===== src/rtl/cpu_pkg.sv =====
// Shared definitions for the instruction scheduler: default field widths,
// opcode constants and the scheduler state encoding.
package cpu_pkg;

    localparam int OP_W  = 3;
    localparam int RA_W  = 5;
    localparam int INS_W = OP_W + 3 * RA_W;
    localparam int CNT_W = 16;

    typedef enum logic [2:0] {
        OP_ADD = 3'd0,
        OP_SUB = 3'd1,
        OP_AND = 3'd2,
        OP_OR  = 3'd3,
        OP_XOR = 3'd4,
        OP_SLT = 3'd5,
        OP_SLL = 3'd6,
        OP_SRL = 3'd7
    } opcode_e;

    typedef enum logic [1:0] {
        IDLE  = 2'd0,
        ISSUE = 2'd1,
        STALL = 2'd2
    } state_e;

endpackage


===== src/rtl/ins_sched_rr_arb2.sv =====
// Two-way round-robin arbiter. A tie goes to the requester that was not
// granted last; the pointer only moves when the caller reports a handshake.
module rr_arb2 (
    input  logic       clk,
    input  logic       rst_n,
    input  logic [1:0] i_req,
    input  logic       i_advance,
    output logic [1:0] o_gnt
);

    logic r_prio;

    // Pick the winner: a lone requester always wins, a tie goes to r_prio
    always_comb begin
        o_gnt = i_req;
        if (i_req[0] && i_req[1]) begin
            o_gnt = r_prio ? 2'b10 : 2'b01;
        end
    end

    // Hand priority to the other requester after each completed handshake
    always_ff @(posedge clk or negedge rst_n) begin
        if (!rst_n) begin
            r_prio <= 1'b0;
        end else if (i_advance) begin
            r_prio <= ~o_gnt[1];
        end
    end

endmodule


===== src/rtl/ins_sched.sv =====
// Instruction scheduler: arbitrates two requesters onto one datapath issue
// port. Define INS_SCHED_HAZARD_EN to compile in the read-after-write
// interlock, which inserts a single bubble (state STALL) on a dependency.
import cpu_pkg::*;

module ins_sched #(
    parameter int OP_WIDTH  = OP_W,
    parameter int RA_WIDTH  = RA_W,
    parameter int INS_WIDTH = OP_WIDTH + 3 * RA_WIDTH,
    parameter int CNT_WIDTH = CNT_W
) (
    input  logic                 clk,
    input  logic                 rst_n,
    input  logic                 req0_valid,
    input  logic [INS_WIDTH-1:0] req0_ins,
    output logic                 req0_ready,
    input  logic                 req1_valid,
    input  logic [INS_WIDTH-1:0] req1_ins,
    output logic                 req1_ready,
    output logic [INS_WIDTH-1:0] dp_ins,
    output logic                 dp_issue,
    output logic                 dp_src,
    output logic [CNT_WIDTH-1:0] issued_cnt
);

    state_e                 r_state;
    state_e                 w_state_next;
    logic [INS_WIDTH-1:0]   r_dp_ins;
    logic                   r_dp_issue;
    logic                   r_dp_src;
    logic [CNT_WIDTH-1:0]   r_cnt;

    logic [1:0]             w_gnt;
    logic [INS_WIDTH-1:0]   w_cand_ins;
    logic                   w_dep;
    logic                   w_hazard;
    logic                   w_handshake;

    rr_arb2 u_arb (
        .clk       (clk),
        .rst_n     (rst_n),
        .i_req     ({req1_valid, req0_valid}),
        .i_advance (w_handshake),
        .o_gnt     (w_gnt)
    );

    assign w_cand_ins = w_gnt[1] ? req1_ins : req0_ins;

`ifdef INS_SCHED_HAZARD_EN
    logic [OP_WIDTH-1:0] w_cand_op;
    logic [RA_WIDTH-1:0] w_cand_rs1;
    logic [RA_WIDTH-1:0] w_cand_rs2;
    logic [RA_WIDTH-1:0] w_dp_rdest;
    logic                w_is_shift;

    assign w_cand_op  = w_cand_ins[INS_WIDTH-1 -: OP_WIDTH];
    assign w_cand_rs1 = w_cand_ins[2*RA_WIDTH-1 -: RA_WIDTH];
    assign w_cand_rs2 = w_cand_ins[RA_WIDTH-1:0];
    assign w_dp_rdest = r_dp_ins[3*RA_WIDTH-1 -: RA_WIDTH];
    // rs2 of a shift is an immediate shift amount, not a register read
    assign w_is_shift = (w_cand_op == OP_WIDTH'(OP_SLL)) || (w_cand_op == OP_WIDTH'(OP_SRL));

    // Winner reads the register the instruction issued last cycle will write
    always_comb begin
        w_dep = (w_cand_rs1 == w_dp_rdest) || (!w_is_shift && (w_cand_rs2 == w_dp_rdest));
    end
`else
    assign w_dep = 1'b0;
`endif

    // Only an instruction issued in the previous cycle can still be in flight
    assign w_hazard    = (r_state == ISSUE) && w_dep && (req0_valid || req1_valid);
    assign req0_ready  = rst_n && w_gnt[0] && !w_hazard;
    assign req1_ready  = rst_n && w_gnt[1] && !w_hazard;
    assign w_handshake = req0_ready || req1_ready;

    // Next state: issue on a handshake, bubble on a blocked request, else idle
    always_comb begin
        w_state_next = IDLE;
        if (w_handshake) begin
            w_state_next = ISSUE;
        end else if (w_hazard) begin
            w_state_next = STALL;
        end
    end

    // State register
    always_ff @(posedge clk or negedge rst_n) begin
        if (!rst_n) begin
            r_state <= IDLE;
        end else begin
            r_state <= w_state_next;
        end
    end

    // Capture the accepted instruction for the datapath and count issues
    always_ff @(posedge clk or negedge rst_n) begin
        if (!rst_n) begin
            r_dp_ins   <= '0;
            r_dp_issue <= 1'b0;
            r_dp_src   <= 1'b0;
            r_cnt      <= '0;
        end else begin
            r_dp_issue <= w_handshake;
            if (w_handshake) begin
                r_dp_ins <= w_cand_ins;
                r_dp_src <= req1_ready;
                r_cnt    <= r_cnt + 1'b1;
            end
        end
    end

    assign dp_ins     = r_dp_ins;
    assign dp_issue   = r_dp_issue;
    assign dp_src     = r_dp_src;
    assign issued_cnt = r_cnt;

endmodule


===== config.mk =====
export PLATFORM = sky130hd
export DESIGN_NAME = ins_sched
export DESIGN_NICKNAME = d
export VERILOG_FILES = /design/src/rtl/cpu_pkg.sv /design/src/rtl/ins_sched_rr_arb2.sv /design/src/rtl/ins_sched.sv
export SDC_FILE = /design/constraint.sdc
export NUM_CORES = 1
export LEC_CHECK = 0
export CAP_MARGIN = 20
export CORE_UTILIZATION = 40
export DETAILED_ROUTE_END_ITERATION = 7
export PLACE_DENSITY_LB_ADDON = 0.1
export REMOVE_ABC_BUFFERS = 1
export SYNTH_ARGS = -nofsm -noshare
export SYNTH_HDL_FRONTEND = slang
export SYNTH_SLANG_ARGS = --single-unit

===== constraint.sdc =====
create_clock -name clk -period 2.23 [get_ports clk]
set_input_delay 0.446 -clock clk [delete_from_list [all_inputs] [get_ports clk]]
set_output_delay 0.446 -clock clk [all_outputs]
set_load 0.01 [all_outputs]

* Word-level counts from Yosys, hierarchy flattened
Cells that the tools add are included.
** Word-level totals
- Register bits :: 37
- Input bits :: 40
** Cells by class
- Reduce and logical (&&, ||, !) cells :: 4
- Bitwise gates (word level) :: 1
- Add/subtract/negate cells :: 1
- Multiplexer cells :: 3
** Operator list (count)
- $mux W18 :: 1
- $add A16 B1 Y16 const B :: 1
- $mux W2 :: 2
- $logic_and A1 B1 Y1 :: 3
- $logic_or A1 B1 Y1 :: 1
- $not A1 Y1 :: 1

* Depth between registers and ports, before layout
- Depth after elaboration :: 4
- Mapped depth :: 5
- Mapped depth without buffers :: 5

* By module
Synthesis repeated with hierarchy kept, for this count alone.
** Second synthesis, totals
- Cell total of the unflattened synthesis :: 151
- Area total of the unflattened synthesis :: 1656.6 um^2
** By module, submodules not included
- ins_sched :: times used 1, cells each 145, area each 1600.3 um^2, sequential area each 900.9 um^2
- rr_arb2 :: times used 1, cells each 6, area each 56.3 um^2, sequential area each 25.0 um^2

* Least setup slack after synthesis
OpenSTA, ideal clock, no wires.
- Path type :: reg-to-reg
- Start :: register r_cnt[7], in the netlist issued_cnt[7]
- End :: register r_cnt[15], in the netlist issued_cnt[15]
- Stages on the path, launching flop included :: 5
- Slack :: 0.663 ns
- Buffers on the path :: 0
- Library setup time :: 0.125 ns
- Period minus slack after synthesis :: 1.567 ns
- Arrival :: 1.442 ns
- Path through :: dfrtp_1 > and4_4 > nand4_2 > or4_4 > xnor2_2
** Between the ends
- Word-level cells in the longest chain between the ends :: 1
** Ends and longest elaborated chain
- start, declared :: line ins_sched.sv:31 : logic [CNT_WIDTH-1:0] r_cnt;
- start signal, assigned :: line ins_sched.sv:108 : r_cnt <= r_cnt + 1'b1;
- $add A16 B1 Y16 :: line ins_sched.sv:108
Every way passes these cells.
A chain may end at the register's enable or synchronous reset.

* Worst setup path in the final report
- Start :: input req0_valid
- End :: output req1_ready
** Between the ends
- Word-level cells in the longest chain between the ends :: 3
** Ends and longest elaborated chain
- start, declared :: line ins_sched.sv:14 : input logic req0_valid,
- $logic_and A1 B1 Y1 :: line ins_sched_rr_arb2.sv:16 : if (i_req[0] && i_req[1]) begin
- $mux W2 :: line ins_sched_rr_arb2.sv:16
- $logic_and A1 B1 Y1 :: line ins_sched.sv:74 : assign req1_ready = rst_n && w_gnt[1] && !w_hazard;
- end, declared :: line ins_sched.sv:19 : output logic req1_ready,
Every way passes these cells.

==> impl_metrics.csv <==
group,metric,value,unit
global_route,grt_pass1_wl,6.28,mm
synth,ys.warnings.count,0,
detailed_routing,drc,0,
worst_setup_path,r2r_slack,0.63,ns
power_and_ir_drop,seq_power_share,46.9,%
floorplan,core,3970,um^2
sta,slew_headroom,77.7,%
detailed_routing,vias,1389,
global_route,grt_max_degree,23,
detailed_routing,drt_iter0_drc,41,
synth,synth_area,1650,um^2
worst_setup_path,arrival,1.59,ns
worst_setup_path,setup.worst_path.class,"in2out",
detailed_routing,drt_first_pass_iters,4,
status,status,"finished clean",
synth,synth_seq_cells,37,
sta,clock_skew,0.00995,ns
detailed_routing,wl,3.88,mm
worst_setup_path,path_cells,"clkdlybuf4s50_1 -> inv_1 -> buf_4 -> o21ai_2 -> nor2_1 -> dlygate4sd2_1",
synth,postSynthAreaPerCell,10.9,um^2
clock_network,cts_max_level,2,
worst_setup_path,crit_path_max_fanout,2,
detailed_routing,viasPerCell,4.79,
finish,drive_above_1_share,11.3,%
floorplan,num_rows,23,
clock_network,cts.clk_slew.worst_paths,0.07,ns
global_route,gr-total-overflow,0,
floorplan,ios,78,
clock_network,ctsHoldBuffers,0,
detailed_routing,ant_nets,0,
flow_run,maxCapViolCount,0,
global_route,antenna_found_initial,0,
power_and_ir_drop,power,0.00194,W
placement,place_hpwl,3.03,mm
clock_network,cts_buffer_depth,2,
clock_network,cts_tree,"yes",
global_route,grt_pass1_vias,1329,
sta,tns,0,ns
power_and_ir_drop,internal-power,0.00136,W
detailed_routing,wire_per_inst,13.4,um
synth,netlist_top_cells_area,"dfrtp_1, mux2i_1, nand2_1",
floorplan,die_h,66.3,um
clock_network,insertion_delay,0.28,ns
sta,max_freq,0.492,GHz
placement,gp_congestion,0.744,
power_and_ir_drop,ir_drop,0.000371,V
floorplan,die_area,4390,um^2
synth,synth_edf_count,0,
synth,async_reset_ff_share,100,%
power_and_ir_drop,leakagePower,1.20,nW
clock_network,cts.sinks,37,
synth,ys_seq_area_share,56.0,%
worst_setup_path,slowest_stage,"clkdlybuf4s50_1",
synth,synth_top_area_share,56.0,%
sta,worstMarginPinSlew,0.334,ns
power_and_ir_drop,p_clk_share,21.8,%
power_and_ir_drop,pwr-share-comb,31.3,%
worst_setup_path,slowest_delay,0.48,ns
worst_setup_path,end_kind,"output pin",
clock_network,cts_root_buf,"clkbuf_8",
finish,diodes,0,
worst_hold_path,hold_path_class,"in2async",
finish,area.growth.synth_to_final,58.5,%
sta,drv_slew,0,
synth,syn_inst,152,
synth,synth_cell_types,27,
finish,final_util,66.0,%
floorplan,die_w,66.3,um
power_and_ir_drop,p_per_area,742,nW/um^2
synth,yosysTopAreaCell,"dfrtp_1",
worst_setup_path,worstPathRequired,1.78,ns
finish,finalNetCount,282,
sta,setup_viol,0,
sta,fin_crit_sh,91.2,%
finish,final_common_cell,"clkdlybuf4s50_1",
global_route,track_usage,19.6,%
power_and_ir_drop,swShare,30.1,%
sta,rsz0062_at_grt,"no",
sta,period_minus_slack,2.03,ns
finish,final_cell_mix,"clkdlybuf4s50_1, dfrtp_1, nand2_1",
worst_setup_path,critPathLaunchType,"primary input",
floorplan,initial_core_util,41.6,%
sta,hold_viol,0,
synth,synthFlopType,"dfrtp_1",
placement,io_buffers,77,
power_and_ir_drop,p_sw,0.000586,W
clock_network,cts_inserted_buffers,5,
[power by group through the flow]
stage | combinational, W | clock, W | sequential, W
6_report | 0.000608 | 0.000424 | 0.000912
5_1_grt | 0.000658 | 0.000468 | 0.000930
4_1_cts | 0.000620 | 0.000436 | 0.000913
3_5_place_dp | 0.000618 | 0 | 0.000923
3_3_place_gp | 0.000597 | 0 | 0.000914
2_1_floorplan | 0.000180 | 0 | 0.000955
[metal layers]
layer,vias to the layer above,part of all wire (%),GRT usage [%]
li1,692,-,-
met2,46,51,31.4
met1,644,42,24.1
met5,-,0,0
met3,7,5.8,5.69
met4,0,1.5,9.31
[timing repair]
item                       in CTS  in global routing
setup endpoints to repair       1                  0
resized for setup               3                  0
setup buffers                   0                  0
[state kept, by name, indices dropped and copies added (netlist names)]
signal and flops:
u_arb.r_prio 1, dp_src 1, issued_cnt 16, dp_issue 1
dp_ins 18
[stage by stage]
stage	hold WS, ns	worst slack (ns)	std cells	area [um^2]
detailed placement	0.443	-0.151	284	2540
CTS	0.137	0.196	290	2620
floorplan	0.150	-0.329	146	1630
global route	0.143	0.165	290	2620
global placement	0.439	-0.0294	284	2540
finish	0.131	0.195	290	2620
[worst max-delay path: cells and delay by family]
kind            cells  cell delay [ns]
compound gates      1             0.12
buf+inv             4             0.97
simple gates        1             0.05
[path summary, 6_finish.rpt]
path | depth (start not counted) | endpoint | startpoint
worst max register to register | 4 | issued_cnt[15] | issued_cnt[7]
max in group asynchronous | 2 | dp_ins[3] | rst_n
worst min register to register | 2 | dp_ins[17] | dp_ins[17]
worst min-delay path | 2 | dp_src | rst_n
worst max-delay path | 6 | req1_ready | req0_valid
min in group clk | 2 | dp_ins[17] | dp_ins[17]
[cell usage after synthesis, drive strengths merged, types with 2 or more instances]
library cell / number
buf: 4
xnor2: 10
o21ai: 20
nand4: 4
nand2: 25
inv: 5
or2: 2
clkbuf: 2
xor2: 5
nor2: 6
mux2i: 18
nand3: 4
dfrtp: 37
[cell families after synthesis]
kind of cell    Yosys count  synth area share (%)
simple gates             45                  13.0
mux                      18                  10.9
buf+inv                  11                  2.80
compound gates           25                  8.10
flops                    37                  56.0
fa+ha+maj                 1                 0.757
xor+xnor                 15                  8.40
[cell type report]
class / instances / area (um^2)
Clock buffer: 5 / 68.8
Clock inverter: 1 / 5.00
Fill cell: 305 / 1350
Inverter: 5 / 18.8
Multi-Input combinational cell: 104 / 693
Sequential cell: 37 / 926
Tap cell: 50 / 62.6
Timing Repair Buffer: 88 / 846
No activity file was read; power rests on OpenSTA's default activity.
